### config.mk
export PLATFORM = sky130hd
export DESIGN_NAME = if_fetch_unit
export DESIGN_NICKNAME = d
export VERILOG_FILES = /design/src/rtl/if_pkg.sv /design/src/rtl/if_fetch_buf.sv /design/src/rtl/if_fetch_unit.sv
export SDC_FILE = /design/constraint.sdc
export NUM_CORES = 1
export LEC_CHECK = 0
export ABC_AREA = 1
export BUFFER_PORTS_ARGS = -buffer_cell sky130_fd_sc_hd__buf_2
export CAP_MARGIN = 15
export CELL_PAD_IN_SITES_DETAIL_PLACEMENT = 2
export CELL_PAD_IN_SITES_GLOBAL_PLACEMENT = 2
export CORE_MARGIN = 4
export CORE_UTILIZATION = 37
export CTS_CLUSTER_SIZE = 25
export DETAILED_ROUTE_END_ITERATION = 6
export GPL_TIMING_DRIVEN = 0
export HOLD_SLACK_MARGIN = 0.15
export PLACE_DENSITY = 0.94
export SLEW_MARGIN = 20
export SYNTH_ARGS = -nofsm -noshare
export SYNTH_HDL_FRONTEND = slang
export SYNTH_SLANG_ARGS = --single-unit
### constraint.sdc
create_clock -name clk -period 5.5 [get_ports clk]
set_input_delay 1.65 -clock clk [delete_from_list [all_inputs] [get_ports clk]]
set_output_delay 1.65 -clock clk [all_outputs]
set_load 0.02 [all_outputs]
### src/rtl/if_pkg.sv
// Shared types and constants for the instruction-fetch unit.
package if_pkg;

  localparam int PC_W   = 32;
  localparam int INST_W = 32;
  localparam logic [PC_W-1:0] DEFAULT_RESET_PC = 32'h0000_0000;

  // Fetch sequencer states.
  typedef enum logic [1:0] {
    IDLE  = 2'd0,
    RUN   = 2'd1,
    FLUSH = 2'd2
  } fetch_state_e;

  // One buffered fetch result handed to decode.
  typedef struct packed {
    logic [PC_W-1:0]   pc;
    logic [INST_W-1:0] inst;
  } fetch_entry_t;

  // Force an address onto a word boundary.
  function automatic logic [PC_W-1:0] word_align(input logic [PC_W-1:0] a);
    return a & {{(PC_W-2){1'b1}}, 2'b00};
  endfunction

endpackage

### src/rtl/if_fetch_buf.sv
// Small show-ahead FIFO holding fetched {pc, inst} pairs for decode.
// The head entry is visible combinationally; flush empties it in one cycle.
module if_fetch_buf
  import if_pkg::*;
#(
  parameter int DEPTH = 2,
  parameter int CNT_W = $clog2(DEPTH + 1)
) (
  input  logic             clk,
  input  logic             reset,
  input  logic             push,
  input  fetch_entry_t     push_data,
  input  logic             pop,
  input  logic             flush,
  output fetch_entry_t     head,
  output logic [CNT_W-1:0] cnt
);

  localparam int PTR_W = (DEPTH > 1) ? $clog2(DEPTH) : 1;

  fetch_entry_t     mem [DEPTH];
  logic [PTR_W-1:0] wr_ptr_reg;
  logic [PTR_W-1:0] rd_ptr_reg;
  logic [CNT_W-1:0] cnt_reg;

  // Pointer increment with wrap for any depth, not just powers of two.
  function automatic logic [PTR_W-1:0] ptr_inc(input logic [PTR_W-1:0] p);
    return (p == PTR_W'(DEPTH - 1)) ? '0 : p + 1'b1;
  endfunction

  // Entry storage; contents need no reset because occupancy qualifies them.
  always_ff @(posedge clk) begin
    if (push && !flush) begin
      mem[wr_ptr_reg] <= push_data;
    end
  end

  // Pointers and occupancy; flush takes priority over push/pop.
  always_ff @(posedge clk or negedge reset) begin
    if (!reset) begin
      wr_ptr_reg <= '0;
      rd_ptr_reg <= '0;
      cnt_reg    <= '0;
    end else if (flush) begin
      wr_ptr_reg <= '0;
      rd_ptr_reg <= '0;
      cnt_reg    <= '0;
    end else begin
      if (push) begin
        wr_ptr_reg <= ptr_inc(wr_ptr_reg);
      end
      if (pop) begin
        rd_ptr_reg <= ptr_inc(rd_ptr_reg);
      end
      case ({push, pop})
        2'b10:   cnt_reg <= cnt_reg + 1'b1;
        2'b01:   cnt_reg <= cnt_reg - 1'b1;
        default: cnt_reg <= cnt_reg;
      endcase
    end
  end

  assign head = mem[rd_ptr_reg];
  assign cnt  = cnt_reg;

endmodule

### src/rtl/if_fetch_unit.sv
// Instruction-fetch initiator: walks sequential PCs, issues one word read
// per cycle to instruction memory, buffers returned words and hands them to
// decode over valid/ready. A redirect flushes buffered and in-flight fetches.
module if_fetch_unit
  import if_pkg::*;
#(
  parameter logic [PC_W-1:0] RESET_PC  = DEFAULT_RESET_PC,
  parameter int              BUF_DEPTH = 2
) (
  input  logic              clk,
  input  logic              reset,
  input  logic              fetch_en,
  input  logic              redirect_valid,
  input  logic [PC_W-1:0]   redirect_pc,
  output logic [PC_W-1:0]   im_addr,
  output logic              im_ren,
  input  logic [INST_W-1:0] im_rdata,
  output logic              inst_valid,
  input  logic              inst_ready,
  output logic [PC_W-1:0]   inst_pc,
  output logic [INST_W-1:0] inst
);

  localparam int                CNT_W       = $clog2(BUF_DEPTH + 1);
  localparam logic [CNT_W:0]    DEPTH_C     = BUF_DEPTH[CNT_W:0];
  localparam logic [PC_W-1:0]   RESET_PC_AL = word_align(RESET_PC);

  fetch_state_e     state_reg;
  logic [PC_W-1:0]  pc_reg;
  logic [PC_W-1:0]  pend_pc_reg;
  logic             pend_reg;
  logic             drop_reg;

  logic             issue;
  logic             issue_state;
  logic             push;
  logic             pop;
  logic [CNT_W:0]   occ;
  logic [CNT_W-1:0] buf_cnt;
  fetch_entry_t     head;
  fetch_entry_t     push_entry;

  // FLUSH may issue too, so the new stream's first request leaves one
  // cycle after the redirect.
  assign issue_state = fetch_en && ((state_reg == RUN) || (state_reg == FLUSH));

  // Occupancy after this cycle counting the in-flight word; a new request
  // is only made when its response is guaranteed a slot.
  assign occ   = {1'b0, buf_cnt} + {{CNT_W{1'b0}}, pend_reg} - {{CNT_W{1'b0}}, pop};
  assign issue = issue_state && !redirect_valid && (occ < DEPTH_C);

  // Head is hidden during the redirect cycle so decode never takes a stale word.
  assign inst_valid = (buf_cnt != '0) && !redirect_valid;
  assign pop        = inst_valid && inst_ready;
  assign push       = pend_reg && !drop_reg && !redirect_valid;
  assign push_entry = {pend_pc_reg, im_rdata};

  assign im_ren  = issue;
  assign im_addr = word_align(pc_reg);
  assign inst_pc = inst_valid ? head.pc   : '0;
  assign inst    = inst_valid ? head.inst : '0;

  // Fetch sequencer: redirect always wins and forces a one-cycle FLUSH.
  always_ff @(posedge clk or negedge reset) begin
    if (!reset) begin
      state_reg <= IDLE;
    end else if (redirect_valid) begin
      state_reg <= FLUSH;
    end else begin
      case (state_reg)
        IDLE:    state_reg <= fetch_en ? RUN : IDLE;
        RUN:     state_reg <= fetch_en ? RUN : IDLE;
        FLUSH:   state_reg <= fetch_en ? RUN : IDLE;
        default: state_reg <= IDLE;
      endcase
    end
  end

  // PC, pending-request tracking and discard flag for in-flight responses.
  always_ff @(posedge clk or negedge reset) begin
    if (!reset) begin
      pc_reg      <= RESET_PC_AL;
      pend_reg    <= 1'b0;
      pend_pc_reg <= '0;
      drop_reg    <= 1'b0;
    end else begin
      pend_reg <= issue;
      drop_reg <= redirect_valid && pend_reg;
      if (redirect_valid) begin
        pc_reg <= word_align(redirect_pc);
      end else if (issue) begin
        pc_reg      <= pc_reg + 32'd4;
        pend_pc_reg <= pc_reg;
      end
    end
  end

  if_fetch_buf #(
    .DEPTH (BUF_DEPTH),
    .CNT_W (CNT_W)
  ) u_buf (
    .clk       (clk),
    .reset     (reset),
    .push      (push),
    .push_data (push_entry),
    .pop       (pop),
    .flush     (redirect_valid),
    .head      (head),
    .cnt       (buf_cnt)
  );

endmodule

Yosys cells after proc, flatten, opt, wreduce, memory -nomap -nowiden. Memories as Yosys holds them, arrays and structs flattened. Index checks and enable logic that the tools add are counted.

Bits in registers: 72. Latch bits: 0. Memory bits (writable): 128. Bits in read-only memories: 0. Input port bits: 69. Output and inout bits: 98. Word-level logic and storage cells: 59. Memories: 1.

Memories: u_buf.mem (depth 2, width 64, rd ports 1, clocked after Yosys merged registers in 0, write ports 1, line if_fetch_buf.sv:21) `fetch_entry_t mem [DEPTH];`.

Add/sub/neg operators: 7. $mul: 0. Divide/modulo/power cells: 0. $lt $le $gt $ge: 1. Equality and inequality tests: 4. Shifts and indexed selects: 0. Muxes and demuxes: 17. Bitwise gates (word level): 1. Reduce and logical (&&, ||, !) cells: 20.

Operators with widths (number): 2-to-1 mux 32 bit (4); adder 32 x 3 -> 32 bit (second input constant) (1); 2-to-1 mux 1 bit (10); logical AND 1 bit (9); nonzero test 2 bit (4); == test 2 x 1 -> 1 bit (second input constant) (2); == test 2 bit (second input constant) (2); 2-to-1 mux 2 bit (2); one-hot mux 2 bit (2 select lines) (1); adder 2 x 1 -> 3 bit (1); less-than comparator 3 x 2 -> 1 bit (second input constant) (1); nonzero test 3 bit (1); OR reduction 3 bit (1); subtractor 3 x 1 -> 3 bit (1); adder 1 bit (second input constant) (2); adder 2 x 1 -> 2 bit (second input constant) (1); zero test 1 bit (2); zero test 2 bit (1); AND reduction 2 bit (1); subtractor 2 x 1 -> 2 bit (second input constant) (1); logical OR 1 bit (1); NOT 1 bit (1).

Logic depth before layout (Yosys ltp). Gate-level depths: netlist of the first run.

Word-level depth: 8. Gate-level depth with buffers: 18. Depth with buffers taken out: 15.

Cells and area by module. From an unflattened synthesis of the first run, not the netlist that was laid out.

Cells, all modules: 893. Area total of the unflattened synthesis: 9235.1 sq um.

By module, submodules not included: if_fetch_buf (instances 1, cells an instance 228, area each 4979.8 sq um, seq. area each 3943.8 sq um); if_fetch_unit (instances 1, cells an instance 665, area each 4255.3 sq um, seq. area each 1601.5 sq um).

Least setup slack after synthesis of the first run. Ideal clock, no wire load.

Path kind: input -> register. Start point: input redirect_valid. End point: memory u_buf.mem[0][0] (netlist bit) (enable). Setup time: 483 ps. Arrival: 4720 ps. Required time: 5017 ps. Setup slack: 296 ps. Cell stages on the path: 5. Path through: buf_6 inv_2 buf_2 nand3_1 nor2_1.

Longest elaborated chain between the ends: 5.

Ends and longest elaborated chain: from (decl) (line if_fetch_unit.sv:13) `input logic redirect_valid,`; zero test 1 bit (*) (line if_fetch_buf.sv:33, if_fetch_unit.sv:55); logical AND 1 bit (line if_fetch_unit.sv:55) `assign push = pend_reg && !drop_reg && !redirect_valid;`; logical AND 1 bit (*) (line if_fetch_buf.sv:33) `if (push && !flush) begin`; 2-to-1 mux 1 bit (*) (line if_fetch_buf.sv:33); 2-to-1 mux 1 bit (implied by the code) (*) (line if_fetch_buf.sv:34) `mem[wr_ptr_reg] <= push_data;`; to (decl) (line if_fetch_buf.sv:21).

Mark *: on every way between the ends. The rest lies on a longest branch, timed or not.

Worst setup path in the final report of the first run.
Start point: input redirect_valid. End point: output im_ren.

Longest elaborated chain between the ends: 6. Elaborated cells between the ends (all ways): 7.

Ends and longest elaborated chain: zero test 1 bit (*) (line if_fetch_unit.sv:50, if_fetch_unit.sv:53); logical AND 1 bit (line if_fetch_unit.sv:53) `assign inst_valid = (buf_cnt != '0) && !redirect_valid;`; logical AND 1 bit (line if_fetch_unit.sv:54) `assign pop = inst_valid && inst_ready;`; subtractor 3 x 1 -> 3 bit (line if_fetch_unit.sv:49) `assign occ = {1'b0, buf_cnt} + {{CNT_W{1'b0}}, pend_reg} - {{CNT_W{1'b0}}, pop};`; less-than comparator 3 x 2 -> 1 bit (line if_fetch_unit.sv:50) `assign issue = issue_state && !redirect_valid && (occ < DEPTH_C);`; logical AND 1 bit (*) (line if_fetch_unit.sv:50); to (decl) (line if_fetch_unit.sv:16) `output logic im_ren,`.

Marks and branches as above.

==> impl_metrics.py, run 1 <==
metrics = {
    "timing": {
        "layout_setup_ws_ns": 0.1277,
        "tightest_slew_ns": 0.8854,
        "slew_headroom": 0.4097,
        "fin_tns_setup_ns": 0,
        "max_freq_mhz": 186.1,
        "timing.final.crit_period_ns": 5.372,
        "rsz0062_at_grt": "no",
        "slew_viol_final": 0,
        "fin_skew_ns": 0.01525,
        "hold_viol_final": 0,
        "finalCritPeriodShare": 0.9768,
        "setup_viol": 0,
    },
    "floorplan": {
        "initial_core_util": 0.3764,
        "die_area_um2": 26490,
        "fp-row-count": 56,
        "ios": 167,
        "die_w_um": 162.8,
        "core_um2": 23540,
        "die_h_um": 162.8,
    },
    "clocking": {
        "cts_max_level": 4,
        "clk_path_buf_depth": 2,
        "cts_tree": "built",
        "clkTransAtPathRegs_ns": 0.07,
        "cts.sinks": 192,
        "cts_buffers": 17,
        "clk_latency_ns": 0.44,
        "cts_root_buf": "clkbuf_16",
    },
    "yosys": {
        "async_reset_ff_frac": 0.3542,
        "yosysTopAreaCell": "edfxtp_1",
        "ys_warn_count": 0,
        "synth_cells": 890,
        "synth_top_area_frac": 0.4202,
        "ys_top_cells_by_area": "edfxtp_1, dfrtp_1, nand2_1",
        "seq_area_frac_synth": 0.6122,
        "yosys_most_used_dff": "edfxtp_1",
        "synth-seq-cells": 192,
        "syn_area_per_cell_um2": 9.958,
        "ys_types": 26,
        "synth_edf_count": 124,
        "synth_area_um2": 8862,
    },
    "cells_and_area": {
        "diodes": 0,
        "nets": 1150,
        "fin_area_um2": 10810,
        "n_fill_cell": 2546,
        "stdcell_count": 1410,
        "drive_above_1_share": 0.2832,
        "utilization": 0.4591,
        "largest_reg_flops": 124,
        "area_growth_pct": 21.95,
    },
    "global_routing": {
        "grt_pass1_vias": 8235,
        "grt_max_degree": 48,
        "antenna_found_initial": 0,
        "grt_usage": 0.2495,
        "overflow": 0,
        "grt_pass1_wl_um": 49920,
    },
    "worst_setup_path": {
        "reg2reg_slack_ns": 2.51,
        "cp_top_family": "buffers and inverters",
        "path_common_cell": "nand2_1",
        "cp_num_buf_inv": 7,
        "critPathLaunchType": "primary input",
        "crit_path_max_incr_delay_ns": 0.53,
        "arrival_ns": 3.72,
        "path_max_fanout": 10,
        "critPathKind": "primary input to primary output",
        "crit_chain": "buf_2, buf_6, inv_2, buf_4, nand3_4, nand2_1, nand2_1, nand2_1, fa_1, nand2_1, nor2_2, nand2_2, inv_2, buf_6, buf_4",
        "cp_slowest_cell": "fa_1",
        "end_kind": "primary output",
        "cp.required_ns": 3.85,
    },
    "power_and_ir_drop": {
        "intPower_mw": 2.872,
        "power_frac_seq": 0.444,
        "vdd_ir_drop_max_mv": 0.2371,
        "leakagePower_nw": 5.098,
        "p_comb_frac": 0.286,
        "p_sw_mw": 1.728,
        "p_sw_frac": 0.3757,
        "power.share.clock": 0.269,
        "p_per_area_nw_per_um2": 425.7,
    },
    "run": {
        "maxCapViolCount": 0,
    },
    "routing": {
        "drtIter0Drc": 397,
        "antenna_left": 0,
        "routedWlPerCell_um": 22.89,
        "drc": 0,
        "via_per_inst": 5.075,
        "vias": 7156,
        "totalWireLength_um": 32280,
        "drt_first_pass_iters": 5,
    },
    "placed_design": {
        "portBuffers": 160,
        "placed_area_um2": 10210,
        "hpwlAfterDp_um": 21710,
        "dp.cells": 1377,
        "pre_cts_ws_ns": -0.1175,
        "gp_congestion": 0.8260,
    },
    "run_status": {
        "status": "complete, no violations",
    },
    "hold_path": {
        "hold_class": "register to register",
    },
}
==> timing repair <==
| item | in CTS | in global routing |
|---|---|---|
| hold buffers | 0 | 0 |
| setup endpoints to repair | 1 | 1 |
| resized for setup | 4 | 4 |
| setup buffers | 1 | 0 |
| hold endpoints to repair | 0 | 0 |
==> cells by family after synthesis <==
group	Yosys count	share of synthesized area
simple gates	418	0.1954
flops	192	0.6122
buf+inv	171	0.08160
mux	62	0.07878
compound gates	43	0.02654
fa+ha+maj	3	0.005082
other cells	1	0.0004231
==> cells in the mapped netlist (all sizes together) (2+ instances only) <==
| cell | count |
|---|---|
| buf | 30 |
| o21ai | 33 |
| nor2 | 104 |
| mux2 | 62 |
| dfrtp | 68 |
| a21oi | 2 |
| o211ai | 7 |
| edfxtp | 124 |
| nand4 | 2 |
| clkbuf | 5 |
| nand2 | 245 |
| nand3 | 64 |
| inv | 136 |
| ha | 2 |
==> worst register-to-register path: cells and delay by family, from the launching register on <==
kind / cells / cell delay (ns)
fa+ha+maj: 1 / 0.53
buf+inv: 2 / 0.40
compound gates: 1 / 0.40
simple gates: 8 / 0.98
flops: 1 / 0.52
==> path summary, 6_finish.rpt <==
| kind | to | from | cells after the start |
|---|---|---|---|
| setup / recovery | im_ren | redirect_valid | 15 |
| hold / removal | u_buf.mem[1][34]$_DFFE_PP_ | pend_pc_reg[2]$_DFFE_PN0P_ | 0 |
| setup reg to reg | pend_pc_reg[14]$_DFFE_PN0P_ | u_buf.cnt[1]$_DFFE_PN0P_ | 12 |
| hold reg to reg | u_buf.mem[1][34]$_DFFE_PP_ | pend_pc_reg[2]$_DFFE_PN0P_ | 0 |
| max in group asynchronous | pend_pc_reg[22]$_DFFE_PN0P_ | reset | 2 |
| min in group asynchronous | pc_reg[7]$_DFFE_PN0P_ | reset | 1 |
==> layout make-up <==
type,instances,area [um2],share of cell area
plain buffers,35,221.5,0.02049
clock buffers,18,429.2,0.03971
clock inverters,14,133.9,0.01239
inverters,136,510.5,0.04723
multi-input cells,530,2753,0.2547
flip-flops and latches,192,5425,0.5020
well taps,319,399.1,0.03693
repair buffers,166,935.9,0.08659
==> metal layers <==
layer	up-vias	global-route usage	part of all wire
li1	3220	-	-
met1	3657	0.2983	0.40
met2	226	0.4596	0.53
met3	53	0.04075	0.041
met4	0	0.07663	0.026
met5	-	0	0
==> layout by cell type (no fill, tap or decap), types with 2 or more instances in the layout <==
master	instances
clkbuf_16	17
edfxtp_1	124
conb_1	4
o21ai_0	33
a21oi_1	2
buf_16	3
mux2_2	62
nand2_1	244
buf_12	2
dfrtp_1	68
nor2_1	87
nand3_1	63
inv_6	3
buf_4	9
buf_2	176
nor2_4	8
nor2_2	9
inv_2	2
buf_6	6
nand4_1	2
ha_1	2
clkbuf_1	6
clkinvlp_4	5
o211ai_1	7
inv_1	134
inv_8	2
==> metrics by stage <==
stage | power (mW) | hold WS (ns)
finish | 4.601 | 0.4845
global route | 4.816 | 0.5035
CTS | 4.625 | 0.4796
detailed placement | 3.302 | 0.4613
global placement | 3.153 | 0.4508
floorplan | 2.760 | 0.4424
==> power groups by stage <==
stage	Clock [mW]	Sequential, mW	Combinational [mW]
2_1_floorplan	0	2.01	0.755
3_3_place_gp	0	2.00	1.15
3_5_place_dp	0	2.05	1.26
4_1_cts	1.26	2.04	1.33
5_1_grt	1.32	2.07	1.43
6_report	1.24	2.04	1.32
Note: power is estimated with default switching activity, not from simulation.
==> inputs of run 2 (changes only) <==
==> constraint.sdc (replaced) <==
create_clock -name clk -period 5.5 [get_ports clk]
set_input_delay 1.1 -clock clk [delete_from_list [all_inputs] [get_ports clk]]
set_output_delay 1.1 -clock clk [all_outputs]
set_load 0.02 [all_outputs]
==> run 2 against run 1 <==
  * Sequential share of layout area is 0.15 points higher
  * Cell area decreased by 0.29%
  * Sequential cell count unchanged
  * Critical path type unchanged
  * Largest power group unchanged
==> impl_metrics.py, run 2 (synthesis results as in run 1) <==
metrics = {
    "run_status": {
        "status": "complete, no violations",
    },
    "clocking": {
        "cts_max_level": 4,
        "cts.sinks": 192,
        "cts_tree": "built",
        "clk_latency_ns": 0.44,
        "clkTransAtPathRegs_ns": 0.08,
        "clk_path_buf_depth": 2,
        "ctsHoldBuffers": 0,
        "post_cts_buffers": 0,
        "postCtsResizedCells": 0,
        "cts_root_buf": "clkbuf_16",
        "cts_buffers": 17,
    },
    "hold_path": {
        "hold_class": "register to register",
        "hold_path_depth": 0,
        "hp-start": "pend_pc_reg[27]$_DFFE_PN0P_",
        "hold_path_end": "u_buf.mem[1][59]$_DFFE_PP_",
    },
    "worst_setup_path": {
        "cp_num_buf_inv": 7,
        "crit_path_max_incr_delay_ns": 0.53,
        "cp_top_family": "buffers and inverters",
        "cp_slowest_cell": "fa_1",
        "critPathKind": "primary input to primary output",
        "r2r_start": "u_buf.cnt[1]$_DFFE_PN0P_",
        "reg2reg_depth": 13,
        "path_max_fanout": 11,
        "cp.required_ns": 4.40,
        "crit_chain": "buf_2, buf_6, inv_2, buf_2, nand3_1, nand2_1, nand2_1, nand2_1, fa_1, nand2_1, nor2_2, nand2_2, inv_1, buf_2, buf_2",
        "critPathLaunchType": "primary input",
        "end_kind": "primary output",
        "reg2reg_slack_ns": 2.49,
        "arrival_ns": 3.54,
        "reg2reg_to": "pend_pc_reg[14]$_DFFE_PN0P_",
    },
    "routing": {
        "antenna_left": 0,
        "totalWireLength_um": 32120,
        "routedWlPerCell_um": 22.79,
        "drtIter0Drc": 480,
        "via_per_inst": 5.099,
        "vias": 7185,
        "drt_first_pass_iters": 4,
        "drc": 0,
    },
    "timing": {
        "hold_viol_final": 0,
        "tightest_slew_ns": 0.8501,
        "layout_setup_ws_ns": 0.8604,
        "rsz0062_at_grt": "no",
        "max_freq_mhz": 215.5,
        "timing.final.crit_period_ns": 4.640,
        "setup_viol": 0,
        "fin_skew_ns": 0.01414,
        "slew_viol_final": 0,
        "slew_headroom": 0.4333,
        "fin_tns_setup_ns": 0,
        "finalCritPeriodShare": 0.8436,
    },
    "floorplan": {
        "ios": 167,
        "fp-row-count": 56,
        "die_w_um": 162.8,
        "core_um2": 23540,
        "initial_core_util": 0.3764,
        "die_h_um": 162.8,
        "die_area_um2": 26490,
    },
    "run": {
        "maxCapViolCount": 0,
    },
    "power_and_ir_drop": {
        "p_per_area_nw_per_um2": 426.1,
        "leakagePower_nw": 5.092,
        "vdd_ir_drop_max_mv": 0.2408,
    },
    "placed_design": {
        "hpwlAfterDp_um": 21710,
        "portBuffers": 160,
        "gp_congestion": 0.8260,
        "placed_area_um2": 10210,
        "pre_cts_ws_ns": 0.9825,
    },
    "cells_and_area": {
        "fin_area_um2": 10780,
        "n_fill_cell": 2549,
        "diodes": 0,
        "final_common_cell": "nand2_1",
        "nets": 1149,
        "largest_reg_flops": 124,
        "mostFrequentLayoutCells": "nand2_1, buf_2, inv_1, edfxtp_1, nor2_1",
        "area_growth_pct": 21.60,
        "drive_above_1_share": 0.2807,
    },
    "global_routing": {
        "grt_pass1_wl_um": 49810,
        "overflow": 0,
        "grt_usage": 0.2486,
        "grt_max_degree": 48,
        "grt_pass1_vias": 8226,
        "antenna_found_initial": 0,
    },
}
[run 2: cell types whose count changed in the layout (fill, tap and decap cells not counted), sizes merged]
cell and delta:
buf -1
[run 2: how the worst max path moves through the flow]
| stage | startpoint | endpoint | cells after the start |
|---|---|---|---|
| finish | redirect_valid | im_ren | 15 |
| detailed placement | redirect_valid | im_ren | 15 |
| floorplan | redirect_valid | u_buf.mem[0][0]$_DFFE_PP_ | 5 |
| CTS | redirect_valid | im_ren | 15 |
| global placement | redirect_valid | u_buf.mem[0][5]$_DFFE_PP_ | 6 |
| global route | redirect_valid | im_ren | 15 |
[run 2: per-layer routing]
layer	vias up	wire length, um	GRT usage
met2	214	17090	0.4551
met5	-	0	0
met4	0	801	0.07854
li1	3214	-	-
met3	52	1340	0.03999
met1	3705	12890	0.2989
[run 2: metrics by stage]
stage               utilization  power [mW]  instances  hold WS (ns)
detailed placement       0.4338       3.302       1377        0.4613
floorplan                     -       2.760        893        0.4424
global route             0.4577       4.807       1409        0.5035
CTS                      0.4577       4.619       1409        0.4796
finish                   0.4577       4.592       1409        0.4852
global placement         0.4279       3.153       1372        0.4508
[run 2: worst reg2reg max path, stage by stage, from the launching register on]
cell	delay, ns
dfrtp_1	0.52
inv_1	0.13
nand2_1	0.13
nand3_1	0.17
nand2_1	0.14
nand2_1	0.09
nand2_1	0.11
fa_1	0.45
nand2_1	0.12
nor2_2	0.04
nand2_2	0.11
buf_6	0.18
clkbuf_1	0.37
o21ai_0	0.26
[run 2: layout make-up]
class | instances | area [um2] | area share
sequential | 192 | 5425 | 0.5034
multi-input combinational | 530 | 2740 | 0.2543
timing repair buffer | 165 | 925.9 | 0.08592
inverter | 136 | 510.5 | 0.04737
clock buffer | 18 | 429.2 | 0.03982
tap | 319 | 399.1 | 0.03704
buffer | 35 | 212.7 | 0.01974
clock inverter | 14 | 133.9 | 0.01242
[run 2: power by group]
group / switching [mW] / internal (mW) / leakage (nW)
Sequential: 0.243 / 1.80 / 1.95
Clock: 0.608 / 0.634 / 0.261
Combinational: 0.873 / 0.434 / 2.88
Total: 1.72 / 2.87 / 5.09
